==> config.mk <==
export PLATFORM = sky130hd
export DESIGN_NAME = hififo_pattern_engine_flat
export DESIGN_NICKNAME = d
export VERILOG_FILES = /design/src/rtl/hififo_pattern_pkg.sv /design/src/rtl/hififo_pattern_engine_if.sv /design/src/rtl/hififo_lfsr32.sv /design/src/rtl/hififo_pattern_engine.sv /design/src/flat_wrapper.sv
export SDC_FILE = /design/constraint.sdc
export NUM_CORES = 1
export LEC_CHECK = 0
export BUFFER_PORTS_ARGS = -buffer_cell sky130_fd_sc_hd__buf_2
export CAP_MARGIN = 20
export CORE_MARGIN = 10
export CORE_UTILIZATION = 40
export DETAILED_ROUTE_END_ITERATION = 6
export RECOVER_POWER = 50
export SLEW_MARGIN = 25
export SYNTH_ARGS = -nofsm -noshare
export SYNTH_HDL_FRONTEND = slang
export SYNTH_SLANG_ARGS = --single-unit
==> constraint.sdc <==
create_clock -name clock -period 5.45 [get_ports clock]
set_input_delay 0 -clock clock [delete_from_list [all_inputs] [get_ports clock]]
set_output_delay 0 -clock clock [all_outputs]
set_load 0.01 [all_outputs]
==> src/rtl/hififo_pattern_pkg.sv <==
// Shared encodings for the hififo pattern engine: modes, register map,
// LFSR polynomial and FSM states.
package hififo_pattern_pkg;

  typedef enum logic [1:0] {
    MODE_IDLE  = 2'd0,
    MODE_COUNT = 2'd1,
    MODE_LOOP  = 2'd2,
    MODE_LFSR  = 2'd3
  } mode_t;

  typedef enum logic [1:0] {
    ST_IDLE = 2'd0,
    ST_RUN  = 2'd1,
    ST_DONE = 2'd2
  } state_t;

  localparam logic [1:0] REG_MODE   = 2'd0;
  localparam logic [1:0] REG_LENGTH = 2'd1;
  localparam logic [1:0] REG_SEED   = 2'd2;
  localparam logic [1:0] REG_CTRL   = 2'd3;

  localparam logic [31:0] LFSR_TAPS = 32'h8020_0003;

  // Galois, shift right: feed bit 0 back through the tap mask.
  function automatic logic [31:0] lfsr_next(input logic [31:0] s);
    return (s >> 1) ^ (s[0] ? LFSR_TAPS : 32'h0);
  endfunction

endpackage

==> src/rtl/hififo_pattern_engine_if.sv <==
// PIO, tpc, fpc and status signals of the pattern engine, bundled.
// slave = engine side, master = channel/host side.
interface hififo_pattern_engine_if #(
  parameter int WIDTH = 64
);
  logic             pio_write_valid;
  logic [12:0]      pio_address;
  logic [63:0]      pio_write_data;
  logic [WIDTH-1:0] tpc_data;
  logic             tpc_write;
  logic             tpc_ready;
  logic [WIDTH-1:0] fpc_data;
  logic             fpc_read;
  logic             fpc_empty;
  logic [31:0]      word_count;
  logic [31:0]      error_count;

  modport slave (
    input  pio_write_valid, pio_address, pio_write_data,
    input  tpc_ready, fpc_data, fpc_empty,
    output tpc_data, tpc_write, fpc_read, word_count, error_count
  );

  modport master (
    output pio_write_valid, pio_address, pio_write_data,
    output tpc_ready, fpc_data, fpc_empty,
    input  tpc_data, tpc_write, fpc_read, word_count, error_count
  );
endinterface

==> src/rtl/hififo_lfsr32.sv <==
// 32-bit Galois LFSR with load and advance; a zero seed loads as 1 so the
// register can never lock up.
module hififo_lfsr32
  import hififo_pattern_pkg::*;
(
  input  logic        clock,
  input  logic        reset,
  input  logic        load,
  input  logic [31:0] seed,
  input  logic        advance,
  output logic [31:0] state
);

  always_ff @(posedge clock) begin
    if (reset)        state <= 32'd0;
    else if (load)    state <= (seed == 32'd0) ? 32'd1 : seed;
    else if (advance) state <= lfsr_next(state);
  end

endmodule

==> src/rtl/hififo_pattern_engine.sv <==
// Counter/LFSR traffic source, fpc loopback and fpc stream checker with
// PIO-programmed mode, burst length and seed.
//
//   state   | meaning
//   --------+------------------------------------------------------------
//   ST_IDLE | stopped; no tpc writes, checker off
//   ST_RUN  | generating / looping; bounded bursts count down remaining
//   ST_DONE | bounded burst finished; checker still live, waits for R0
module hififo_pattern_engine
  import hififo_pattern_pkg::*;
#(
  parameter int         WIDTH     = 64,
  parameter logic [12:0] ADDR_BASE = 13'd16
) (
  input logic                  clock,
  input logic                  reset,
  hififo_pattern_engine_if.slave bus
);

  localparam int REPS = WIDTH / 32;

  logic [12:0] off;
  logic        wr_hit, wr_mode, wr_len, wr_seed, wr_ctrl, start, clear;
  logic        unused_pio;

  assign off     = bus.pio_address - ADDR_BASE;
  assign wr_hit  = bus.pio_write_valid && (off[12:2] == 11'd0);
  assign wr_mode = wr_hit && (off[1:0] == REG_MODE);
  assign wr_len  = wr_hit && (off[1:0] == REG_LENGTH);
  assign wr_seed = wr_hit && (off[1:0] == REG_SEED);
  assign wr_ctrl = wr_hit && (off[1:0] == REG_CTRL);
  assign start   = wr_mode && (bus.pio_write_data[1:0] != MODE_IDLE);
  assign clear   = wr_ctrl && bus.pio_write_data[1];
  assign unused_pio = ^bus.pio_write_data[63:32];

  mode_t       mode_q;
  logic [31:0] length_q, seed_q;
  logic        check_en_q;

  always_ff @(posedge clock) begin
    if (reset) begin
      mode_q     <= MODE_IDLE;
      length_q   <= 32'd0;
      seed_q     <= 32'd0;
      check_en_q <= 1'b0;
    end else begin
      if (wr_mode) mode_q     <= mode_t'(bus.pio_write_data[1:0]);
      if (wr_len)  length_q   <= bus.pio_write_data[31:0];
      if (wr_seed) seed_q     <= bus.pio_write_data[31:0];
      if (wr_ctrl) check_en_q <= bus.pio_write_data[0];
    end
  end

  state_t           state_q, state_d;
  logic             ready_q, bounded_q, mismatch_q, tpc_write_q;
  logic [31:0]      remaining_q, word_count_q, error_count_q;
  logic [WIDTH-1:0] gen_cnt_q, ref_cnt_q, tpc_data_q, expected;
  logic [31:0]      gen_lfsr, ref_lfsr;
  logic             issue, check_active, chk_pop, fpc_read_c;

  always_ff @(posedge clock) begin
    if (reset) state_q <= ST_IDLE;
    else       state_q <= state_d;
  end

  always_comb begin
    state_d      = state_q;
    issue        = 1'b0;
    check_active = check_en_q && (mode_q == MODE_COUNT || mode_q == MODE_LFSR)
                   && (state_q != ST_IDLE);
    chk_pop      = check_active && !bus.fpc_empty;
    if (state_q == ST_RUN && !wr_mode) begin
      // Loopback reacts to the live ready; generators use the sampled one.
      if (mode_q == MODE_LOOP) issue = bus.tpc_ready && !bus.fpc_empty;
      else                     issue = ready_q;
    end
    fpc_read_c = (mode_q == MODE_LOOP) ? issue : chk_pop;
    if (issue && bounded_q && remaining_q == 32'd1) state_d = ST_DONE;
    if (wr_mode) state_d = start ? ST_RUN : ST_IDLE;
  end

  assign expected = (mode_q == MODE_COUNT) ? ref_cnt_q : {REPS{ref_lfsr}};

  hififo_lfsr32 u_gen_lfsr (
    .clock   (clock),
    .reset   (reset),
    .load    (start),
    .seed    (seed_q),
    .advance (issue && mode_q == MODE_LFSR),
    .state   (gen_lfsr)
  );

  hififo_lfsr32 u_ref_lfsr (
    .clock   (clock),
    .reset   (reset),
    .load    (start),
    .seed    (seed_q),
    .advance (chk_pop && mode_q == MODE_LFSR),
    .state   (ref_lfsr)
  );

  always_ff @(posedge clock) begin
    if (reset) begin
      ready_q       <= 1'b0;
      tpc_write_q   <= 1'b0;
      tpc_data_q    <= '0;
      remaining_q   <= 32'd0;
      bounded_q     <= 1'b0;
      gen_cnt_q     <= '0;
      ref_cnt_q     <= '0;
      mismatch_q    <= 1'b0;
      word_count_q  <= 32'd0;
      error_count_q <= 32'd0;
    end else begin
      ready_q     <= bus.tpc_ready;
      tpc_write_q <= issue;
      mismatch_q  <= chk_pop && !wr_mode && (bus.fpc_data != expected);
      if (start) begin
        remaining_q <= length_q;
        bounded_q   <= (length_q != 32'd0);
        gen_cnt_q   <= WIDTH'(seed_q);
        ref_cnt_q   <= WIDTH'(seed_q);
      end else begin
        if (issue) begin
          if (bounded_q) remaining_q <= remaining_q - 32'd1;
          case (mode_q)
            MODE_COUNT: begin
              tpc_data_q <= gen_cnt_q;
              gen_cnt_q  <= gen_cnt_q + WIDTH'(1);
            end
            MODE_LFSR: tpc_data_q <= {REPS{gen_lfsr}};
            MODE_LOOP: tpc_data_q <= bus.fpc_data;
            default:   tpc_data_q <= tpc_data_q;
          endcase
        end
        if (chk_pop) ref_cnt_q <= ref_cnt_q + WIDTH'(1);
      end
      // Clear beats a coincident increment on both counters.
      if (clear)      word_count_q <= 32'd0;
      else if (issue) word_count_q <= word_count_q + 32'd1;
      if (clear) error_count_q <= 32'd0;
      else if (mismatch_q && error_count_q != 32'hFFFF_FFFF)
        error_count_q <= error_count_q + 32'd1;
    end
  end

  assign bus.tpc_data    = tpc_data_q;
  assign bus.tpc_write   = tpc_write_q;
  assign bus.fpc_read    = fpc_read_c;
  assign bus.word_count  = word_count_q;
  assign bus.error_count = error_count_q;

endmodule

==> src/flat_wrapper.sv <==
// flat-port wrapper written by rule: the top's interface ports become plain ports
module hififo_pattern_engine_flat import hififo_pattern_pkg::*;
#(
  parameter int         WIDTH     = 64,
  parameter logic [12:0] ADDR_BASE = 13'd16
)
  (clock, reset, bus_pio_write_valid, bus_pio_address, bus_pio_write_data, bus_tpc_ready, bus_fpc_data, bus_fpc_empty, bus_tpc_data, bus_tpc_write, bus_fpc_read, bus_word_count, bus_error_count);
  hififo_pattern_engine_if #(.WIDTH(WIDTH)) bus_i ();
  input logic clock;
  input logic reset;
  input wire logic [$bits(bus_i.pio_write_valid)-1:0] bus_pio_write_valid;
  input wire logic [$bits(bus_i.pio_address)-1:0] bus_pio_address;
  input wire logic [$bits(bus_i.pio_write_data)-1:0] bus_pio_write_data;
  input wire logic [$bits(bus_i.tpc_ready)-1:0] bus_tpc_ready;
  input wire logic [$bits(bus_i.fpc_data)-1:0] bus_fpc_data;
  input wire logic [$bits(bus_i.fpc_empty)-1:0] bus_fpc_empty;
  output wire logic [$bits(bus_i.tpc_data)-1:0] bus_tpc_data;
  output wire logic [$bits(bus_i.tpc_write)-1:0] bus_tpc_write;
  output wire logic [$bits(bus_i.fpc_read)-1:0] bus_fpc_read;
  output wire logic [$bits(bus_i.word_count)-1:0] bus_word_count;
  output wire logic [$bits(bus_i.error_count)-1:0] bus_error_count;
  assign bus_i.pio_write_valid = bus_pio_write_valid;
  assign bus_i.pio_address = bus_pio_address;
  assign bus_i.pio_write_data = bus_pio_write_data;
  assign bus_i.tpc_ready = bus_tpc_ready;
  assign bus_i.fpc_data = bus_fpc_data;
  assign bus_i.fpc_empty = bus_fpc_empty;
  assign bus_tpc_data = bus_i.tpc_data;
  assign bus_tpc_write = bus_i.tpc_write;
  assign bus_fpc_read = bus_i.fpc_read;
  assign bus_word_count = bus_i.word_count;
  assign bus_error_count = bus_i.error_count;
  hififo_pattern_engine #(.WIDTH(WIDTH), .ADDR_BASE(ADDR_BASE)) u_core (.clock(clock), .reset(reset), .bus(bus_i));
endmodule
==> After elaboration in Yosys (flattened, before gate mapping) <==
Cells that the tools add are included.
{ "classes": {"eq_ne": 10, "n_bitwise": 3, "order_cmp": 0, "n_reduce_logical": 42, "n_shift": 0, "add_sub_neg": 6, "mul": 0, "div_mod_pow": 0, "mux": 23} }
{ "ops": {"columns": ["operator", "count"], "rows": [
  ["$mux W32", 15],
  ["$pmux W64 S3", 1],
  ["$add A64 B1 Y64 const B", 2],
  ["$add A32 B1 Y32 const B", 2],
  ["$mux W64", 1],
  ["$ne A64 B64 Y1", 1],
  ["$xor A31 B32 Y32", 2],
  ["$eq A32 B1 Y1 const B", 1],
  ["$logic_not A32 Y1", 1],
  ["$ne A32 B32 Y1 const B", 1],
  ["$reduce_bool A32 Y1", 1],
  ["$sub A32 B1 Y32 const B", 1],
  ["$logic_and A1 B1 Y1", 19],
  ["$reduce_bool A2 Y1", 9],
  ["$sub A13 B5 Y13 const B", 1],
  ["$logic_not A11 Y1", 1],
  ["$eq A2 B2 Y1 const B", 4],
  ["$eq A2 B1 Y1 const B", 3],
  ["$reduce_and A2 Y1", 3],
  ["$mux W1", 4],
  ["$mux W2", 2],
  ["$reduce_or A2 Y1", 2],
  ["$reduce_and A3 Y1", 1],
  ["$reduce_bool A3 Y1", 1],
  ["other kinds (4)", 5]
]} }
{ "totals": {"latch_bits": 0, "elab_cells": 103, "output_inout_bits": 130, "romBits": 0, "ff_bits": 425, "memories": 0, "mem_bits_rw": 0} }

==> Logic depth before layout (Yosys ltp) <==
Gate-level depths: netlist (run 1).
{ "depth": {"ltp_word": 11, "ltp_mapped": 10, "ltp_nobuf": 8} }

==> By module <==
A second synthesis (run 1) with hierarchy kept.
{ "unflattened": {"cells_unflattened": 2755, "hier_area_um2": 21627.0} }
{ "modules_own_cells": {"columns": ["mod", "seq_area_each_um2", "area_each_um2", "n_inst", "cells_per_inst"], "rows": [
  ["hififo_pattern_engine", 7226.9, 18554.0, 1, 2381],
  ["hififo_lfsr32", 640.6, 1536.5, 2, 187]
]} }

==> Worst setup path after synthesis (run 1) <==
Ideal clock, no wire load.
{ "synth_timing": {"kind": "register -> register", "start": "register u_core.error_count_q[0] (netlist: u_core.bus.error_count[0])", "end": "register u_core.error_count_q[9] (netlist: u_core.bus.error_count[9])", "setup_slack_ns": 2.902, "synth_period_minus_slack_ns": 2.548, "stages_incl_launch_ff": 9, "setup_time_ns": 0.128, "arrival_ns": 2.420, "path_cell_list": "dfxtp_1 > ha_1 > nand2_1 > or4_1 > o41ai_2 > nor2_1 > and4_1 > xnor2_1 > nor2_1"} }
{ "synth_via": {"elab_chain_len": 2, "elab_cells_between_ends": 3, "classes_between": "add/sub (1); eq/ne (1); reduce/logical (1)"} }
{ "synth_lines": {"columns": ["element", "line", "text"], "rows": [
  ["from (decl)", "hififo_pattern_engine.sv:56", "logic [31:0] remaining_q, word_count_q, error_count_q;"],
  ["from (signal assigned)", "hififo_pattern_engine.sv:143", "error_count_q <= error_count_q + 32'd1;"],
  ["parallel branches: the longest is 2 deep, another holds $add A32 B1 Y32", null, null]
]} }
Parallel ways; which one is timed is not known.
A chain may end at the register's enable or synchronous reset.

==> Worst setup path in the final report (run 1) <==
{ "layout_timing": {"start": "input port bus_pio_address[0]", "end": "register u_core.gen_cnt_q[58]"} }
{ "layout_via": {"elab_chain_len": 8, "elab_cells_between_ends": 11, "classes_between": "add/sub (1); mux (1); reduce/logical (9)"} }
{ "layout_lines": {"columns": ["element", "line", "text"], "rows": [
  ["from (decl)", "flat_wrapper.sv:12", "input wire logic [$bits(bus_i.pio_address)-1:0] bus_pio_address;"],
  ["$sub A13 B5 Y13 (*)", "hififo_pattern_engine.sv:26", "assign off = bus.pio_address - ADDR_BASE;"],
  ["$logic_not A11 Y1", "hififo_pattern_engine.sv:27", "assign wr_hit = bus.pio_write_valid && (off[12:2] == 11'd0);"],
  ["$logic_and A1 B1 Y1", "hififo_pattern_engine.sv:27", null],
  ["$logic_and A1 B1 Y1 (*)", "hififo_pattern_engine.sv:28", "assign wr_mode = wr_hit && (off[1:0] == REG_MODE);"],
  ["$logic_not A1 Y1", "hififo_pattern_engine.sv:72", "if (state_q == ST_RUN && !wr_mode) begin"],
  ["$logic_and A1 B1 Y1", "hififo_pattern_engine.sv:72", null],
  ["$mux W1", "hififo_pattern_engine.sv:72", null],
  ["$reduce_and A2 Y1 (no line)", null, null],
  ["to (signal assigned)", "hififo_pattern_engine.sv:121", "gen_cnt_q <= WIDTH'(seed_q);"],
  ["to (signal assigned)", "hififo_pattern_engine.sv:129", "gen_cnt_q <= gen_cnt_q + WIDTH'(1);"],
  ["to (decl)", "hififo_pattern_engine.sv:57", "logic [WIDTH-1:0] gen_cnt_q, ref_cnt_q, tpc_data_q, expected;"]
]} }
Mark *: on every way between the ends. The rest lies on a longest branch, timed or not.

==> results of run 1 <==
## logic make-up after synthesis
kind of cell | Yosys count | share of synthesized area
adder cells (fa/ha/maj) | 6 | 0.00361
AND/OR/NAND/NOR | 1102 | 0.244
multiplexers | 128 | 0.0619
XOR/XNOR | 193 | 0.0813
AO/OA/AOI/OAI | 554 | 0.159
buffers and inverters | 197 | 0.0406
flip-flops | 425 | 0.409
## per-layer routing
layer	vias up	GRT usage	share of wire
li1	9631	-	-
met5	-	0	0
met4	0	0.0936	0.039
met3	142	0.0360	0.076
met2	816	0.373	0.45
met1	9754	0.329	0.44
## worst max-delay path, stage by stage
cell and delay [ns]:
dlygate4sd3_1 0.54, clkbuf_1 0.33, or2_2 0.22, or4_1 0.25, or2_1 1.73, nand2_2 0.94, buf_4 0.52, a21oi_1 0.21
## synth_stat cells (28+ instances only)
library cell	n	share of area
a31oi_1	48	0.014
xor2_1	85	0.036
a311oi_1	32	0.013
a211oi_1	69	0.025
clkbuf_1	105	0.019
nor2_1	336	0.061
nor4_1	42	0.013
and3_1	28	0.0084
nand4_1	61	0.018
o21ai_0	98	0.024
or3_1	48	0.014
a21oi_1	255	0.061
xnor2_1	108	0.046
dfxtp_1	425	0.41
nand3_1	93	0.022
buf_2	47	0.011
nand2_1	378	0.068
inv_1	34	0.0061
nor3_1	40	0.0096
mux2i_1	124	0.060
## how the worst max path moves through the flow
stage                         startpoint                        end  cells after the start
3_3_place_gp            u_core.mode_q[0]          u_core.mismatch_q                      9
4_1_cts                 u_core.mode_q[0]          u_core.mismatch_q                      9
3_5_place_dp            u_core.mode_q[0]          u_core.mismatch_q                      9
6_report              bus_pio_address[0]       u_core.gen_cnt_q[58]                      8
5_1_grt               bus_pio_address[0]       u_core.gen_cnt_q[50]                      8
2_1_floorplan  u_core.bus.error_count[0]  u_core.bus.error_count[9]                      8
## what timing repair did
item,CTS,global route
buffers inserted,0,0
hold buffers,63,0
endpoints found under the hold margin,100,0
## stage by stage
step	std cells	util	total power, mW	hold WS [ns]
2_1_floorplan	2605	-	3.26	0.128
3_3_place_gp	3388	0.436	3.40	0.230
3_5_place_dp	3388	0.436	3.40	0.233
4_1_cts	3535	0.481	6.82	0.00133
5_1_grt	3535	0.477	6.95	0.0553
6_report	3535	0.477	6.78	0.0574
## area by class of cell
| type | instances | area, um2 | share of cell area |
|---|---|---|---|
| clock buffers | 72 | 1450 | 0.0593 |
| flip-flops and latches | 425 | 8510 | 0.347 |
| inverters | 34 | 128 | 0.00520 |
| well taps | 680 | 851 | 0.0347 |
| multi-input cells | 1983 | 11500 | 0.468 |
| repair buffers | 329 | 1900 | 0.0775 |
| clock inverters | 12 | 199 | 0.00811 |
## power by group
| part | switching, mW | internal [mW] | leakage (nW) | total (mW) |
|---|---|---|---|---|
| Clock | 1.34 | 2.07 | 0.812 | 3.41 |
| Sequential | 0.000468 | 3.11 | 3.42 | 3.11 |
| Combinational | 0.171 | 0.0897 | 3.54 | 0.261 |
==> impl_metrics.env, run 1 <==
export IMPL_dieArea_mm2=0.0615
export IMPL_hold_path_endpoint="u_core.bus.tpc_data[25]"
export IMPL_r2r_slack_ns=1.25
export IMPL_wl_mm=77.4
export IMPL_synth_edff_count=0
export IMPL_syn_cell_area_mm2=0.0208
export IMPL_setup_worst_path_end_class="register"
export IMPL_fin_crit_ns=4.28
export IMPL_nNetsFinal=2973
export IMPL_slew_headroom=-0.552
export IMPL_power_density_mw_per_mm2=276
export IMPL_synth_fp_nets=2757
export IMPL_hold_depth=5
export IMPL_finalMaxSlewViolations=148
export IMPL_hold_viol_final=0
export IMPL_cts_resized=0
export IMPL_start_kind="primary input"
export IMPL_yosysWarnings=0
export IMPL_antenna_found_initial=0
export IMPL_ys_flop_type="dfxtp_1"
export IMPL_cp_max_fo=59
export IMPL_initial_utilization=0.404
export IMPL_portBuffers=243
export IMPL_die_y_um=248
export IMPL_overflow=0
export IMPL_vias=20300
export IMPL_layout_drive_gt1_share=0.0834
export IMPL_max_slew_worst_pin_slew_ns=2.33
export IMPL_via_per_inst=5.75
export IMPL_setup_viol=0
export IMPL_drt_pass1_iter_count=5
export IMPL_drt_iter0_drc=2059
export IMPL_rows=83
export IMPL_max_freq_mhz=233
export IMPL_die_w_um=248
export IMPL_synth_seq_area_share=0.409
export IMPL_h_tree_depth=2
export IMPL_dpl_worst_slack_ns=1.88
export IMPL_clk_latency_ns=0.60
export IMPL_critPathKind="primary input to register"
export IMPL_cts_tree="done"
export IMPL_hp_class="primary input to register"
export IMPL_grt_setup_unrepaired="no"
export IMPL_tns_ns=0
export IMPL_cts_root_buf="clkbuf_16"
export IMPL_leakage_nw=7.77
export IMPL_hold_start="bus_fpc_data[25]"
export IMPL_vdd_drop_max_uv=275
export IMPL_nFillCells=5117
export IMPL_critPathArrivalTime_ns=4.80
export IMPL_synthesis_instances=2605
export IMPL_gp_congestion=1.01
export IMPL_post_route_period_util=0.786
export IMPL_mostFrequentLayoutCells="dfxtp_1, nand2_1, nor2_1"
export IMPL_drc=0
export IMPL_grt_pass1_wl_mm=115
export IMPL_finalClockSkew_ns=0.0344
export IMPL_final_common_cell="dfxtp_1"
export IMPL_area_growth_pct=18.0
export IMPL_reg2reg_to="u_core.mismatch_q"
export IMPL_final_area_mm2=0.0245
export IMPL_synth_cell_types=63
export IMPL_synth_async_reset_ratio=0
export IMPL_maxCapViolations=3
export IMPL_timing_final_ws_setup_ns=1.17
export IMPL_clockBufferDepth=3
export IMPL_grt_pass1_vias=18800
export IMPL_cts_sinks=425
export IMPL_hpwl_mm=56.9
export IMPL_placed_area_mm2=0.0224
export IMPL_num_antenna_cells=0
export IMPL_numCtsBuffers=48
export IMPL_clkTransAtPathRegs_ns=0.06
export IMPL_ys_seq_elements=425
export IMPL_wl_per_cell_um=21.9
export IMPL_r2r_cells=9
export IMPL_status="finished with violations"
export IMPL_core_mm2=0.0514
export IMPL_ant_nets=0
export IMPL_pin_count=276
export IMPL_violations="max-capacitance violations, max-slew violations"
export IMPL_rr_startpoint="u_core.mode_q[1]"
export IMPL_grtUsageTotal=0.240
export IMPL_syn_area_per_cell_um2=7.98
export IMPL_cp_data_required_time_ns=5.97
export IMPL_grt_max_degree=129
(Power assumes the default switching activity.)
==> run 2, diff against run 1 <==
==> constraint.sdc (replaced) <==
create_clock -name clock -period 3.46 [get_ports clock]
set_input_delay 0 -clock clock [delete_from_list [all_inputs] [get_ports clock]]
set_output_delay 0 -clock clock [all_outputs]
set_load 0.01 [all_outputs]
==> run 2 against run 1 <==
  * The flow still finishes with violations (max-capacitance violations, max-slew violations)
  * Setup slack worse by 0.74 ns
  * Count of clock-buffer cells in the layout down 5
  * Hold slack worse by 0.012 ns
  * First-iteration DRC count down 4.7%
  * Non-clock buffer count up 29
  * Routed wire length up 0.19%
  * Cell count up 0.96%
  * Combinational power up 56%
  * Total power up 62%
  * Global-route usage up 0.091 points
  * Largest cell class unchanged
==> impl_metrics.env, run 2 (synthesized netlist as in run 1, its figures left out) <==
export IMPL_status="finished with violations"
export IMPL_violations="max-capacitance violations, max-slew violations"
export IMPL_wl_per_cell_um=21.7
export IMPL_hold_viol_final=0
export IMPL_finalMaxSlewViolations=176
export IMPL_hold_start="bus_fpc_data[27]"
export IMPL_r2r_slack_ns=0.43
export IMPL_post_route_period_util=0.877
export IMPL_critPathArrivalTime_ns=3.43
export IMPL_cp_data_required_time_ns=3.86
export IMPL_wl_mm=77.6
export IMPL_slew_headroom=-0.445
export IMPL_vias=20600
export IMPL_grt_setup_unrepaired="no"
export IMPL_power_density_mw_per_mm2=442
export IMPL_nFillCells=5097
export IMPL_slowest_stage="o21ai_4"
export IMPL_drt_iter0_drc=1963
export IMPL_overflow=0
export IMPL_fin_crit_ns=3.03
export IMPL_hpwl_mm=58.1
export IMPL_max_slew_worst_pin_slew_ns=2.17
export IMPL_startpoint="u_core.mode_q[1]"
export IMPL_ant_nets=0
export IMPL_pin_count=276
export IMPL_grtUsageTotal=0.241
export IMPL_critPathKind="register to register"
export IMPL_leakage_nw=7.92
export IMPL_finalClockSkew_ns=0.0235
export IMPL_finalNonFillerCells=3569
export IMPL_initial_utilization=0.404
export IMPL_num_antenna_cells=0
export IMPL_cts_root_buf="clkbuf_16"
export IMPL_antenna_found_initial=2
export IMPL_mostFrequentLayoutCells="dfxtp_1, nand2_1, nor2_1"
export IMPL_cp_max_fo=41
export IMPL_area_growth_pct=19.4
export IMPL_dpl_worst_slack_ns=0.474
export IMPL_drt_pass1_iter_count=7
export IMPL_rr_startpoint="u_core.mode_q[1]"
export IMPL_grt_max_degree=176
export IMPL_layout_drive_gt1_share=0.0952
export IMPL_gp_congestion=0.988
export IMPL_grt_pass1_vias=19300
export IMPL_max_freq_mhz=330
export IMPL_tns_ns=0
export IMPL_placed_area_mm2=0.0227
export IMPL_setup_worst_path_end_class="register"
export IMPL_numCtsBuffers=49
export IMPL_nNetsFinal=3003
export IMPL_clockBufferDepth=3
export IMPL_via_per_inst=5.77
export IMPL_h_tree_depth=2
export IMPL_final_common_cell="dfxtp_1"
export IMPL_timing_final_ws_setup_ns=0.426
export IMPL_maxCapViolations=1
export IMPL_die_y_um=248
export IMPL_crit_chain="buf_4 > nor2b_1 > mux2_2 > nand3_1 > o21ai_4 > buf_12 > mux2i_1 > nor2_1"
export IMPL_cts_sinks=425
export IMPL_drc=0
export IMPL_start_kind="register"
export IMPL_place_inst=3421
export IMPL_clkTransAtPathRegs_ns=0.06
export IMPL_portBuffers=243
export IMPL_cp_slowest_stage_delay_ns=0.74
export IMPL_rows=83
export IMPL_dieArea_mm2=0.0615
export IMPL_setup_viol=0
export IMPL_final_area_mm2=0.0248
export IMPL_clk_latency_ns=0.60
export IMPL_cts_tree="done"
export IMPL_core_mm2=0.0514
export IMPL_hp_class="primary input to register"
export IMPL_grt_pass1_wl_mm=116
export IMPL_vdd_drop_max_uv=433
export IMPL_die_w_um=248
run 2: cell types whose count changed in the layout (fill, tap and decap cells not counted), moves of 2 or more:
cell / delta
clkbuf_1: +2
bufinv_16: +5
buf_12: +2
inv_6: +2
nand2_1: +2
buf_4: +26
clkbuf_2: +2
buf_2: +2
clkbuf_8: -5
nand2_2: -2
dlygate4sd3_1: -4
buf_6: -2
clkbuf_4: +2
clkinv_2: +2
run 2: layout make-up:
cell class              instances  area (um2)  share of cell area
multi-input cells            1983       11500               0.462
flip-flops and latches        425        8520               0.343
repair buffers                358        2110              0.0850
clock buffers                  67        1360              0.0549
well taps                     680         851              0.0343
clock inverters                22         388              0.0156
inverters                      34         128             0.00514
run 2: timing repair:
| action | in CTS | in global routing |
|---|---|---|
| gates resized for setup | 0 | 0 |
| hold buffers | 59 | 0 |
| buffers inserted | 0 | 0 |
| endpoints found under the hold margin | 101 | 0 |
run 2: stage by stage:
stage	util	power, mW	hold slack, ns
6_report	0.483	11.0	0.0452
5_1_grt	0.483	11.3	0.0666
4_1_cts	0.487	11.1	0.00578
3_5_place_dp	0.441	5.35	0.242
3_3_place_gp	0.441	5.35	0.226
2_1_floorplan	-	5.14	0.128
run 2: path summary, 6_finish.rpt:
check | endpoint | cells after the start
setup reg to reg | u_core.u_gen_lfsr.state[21] | 8
hold reg to reg | u_core.length_q[3] | 2
setup / recovery | u_core.u_gen_lfsr.state[21] | 8
hold / removal | u_core.bus.tpc_data[27] | 5
run 2: critical path: cells and delay by family, from the launching register on:
family	cells	cell delay [ns]
compound gates	1	0.74
buf+inv	2	0.65
flops	1	0.36
mux	2	0.42
simple gates	3	0.64
run 2: routing by layer:
metal	routed length [um]	share of wire	global-route usage
met3	6570	0.085	0.0418
met1	32700	0.42	0.316
met2	34600	0.45	0.380
met5	32	0.00041	0
met4	3590	0.046	0.110
run 2: power breakdown:
| part | switching [mW] | internal (mW) |
|---|---|---|
| sequential | 0.000714 | 4.89 |
| clock | 2.17 | 3.51 |
| combinational | 0.262 | 0.145 |
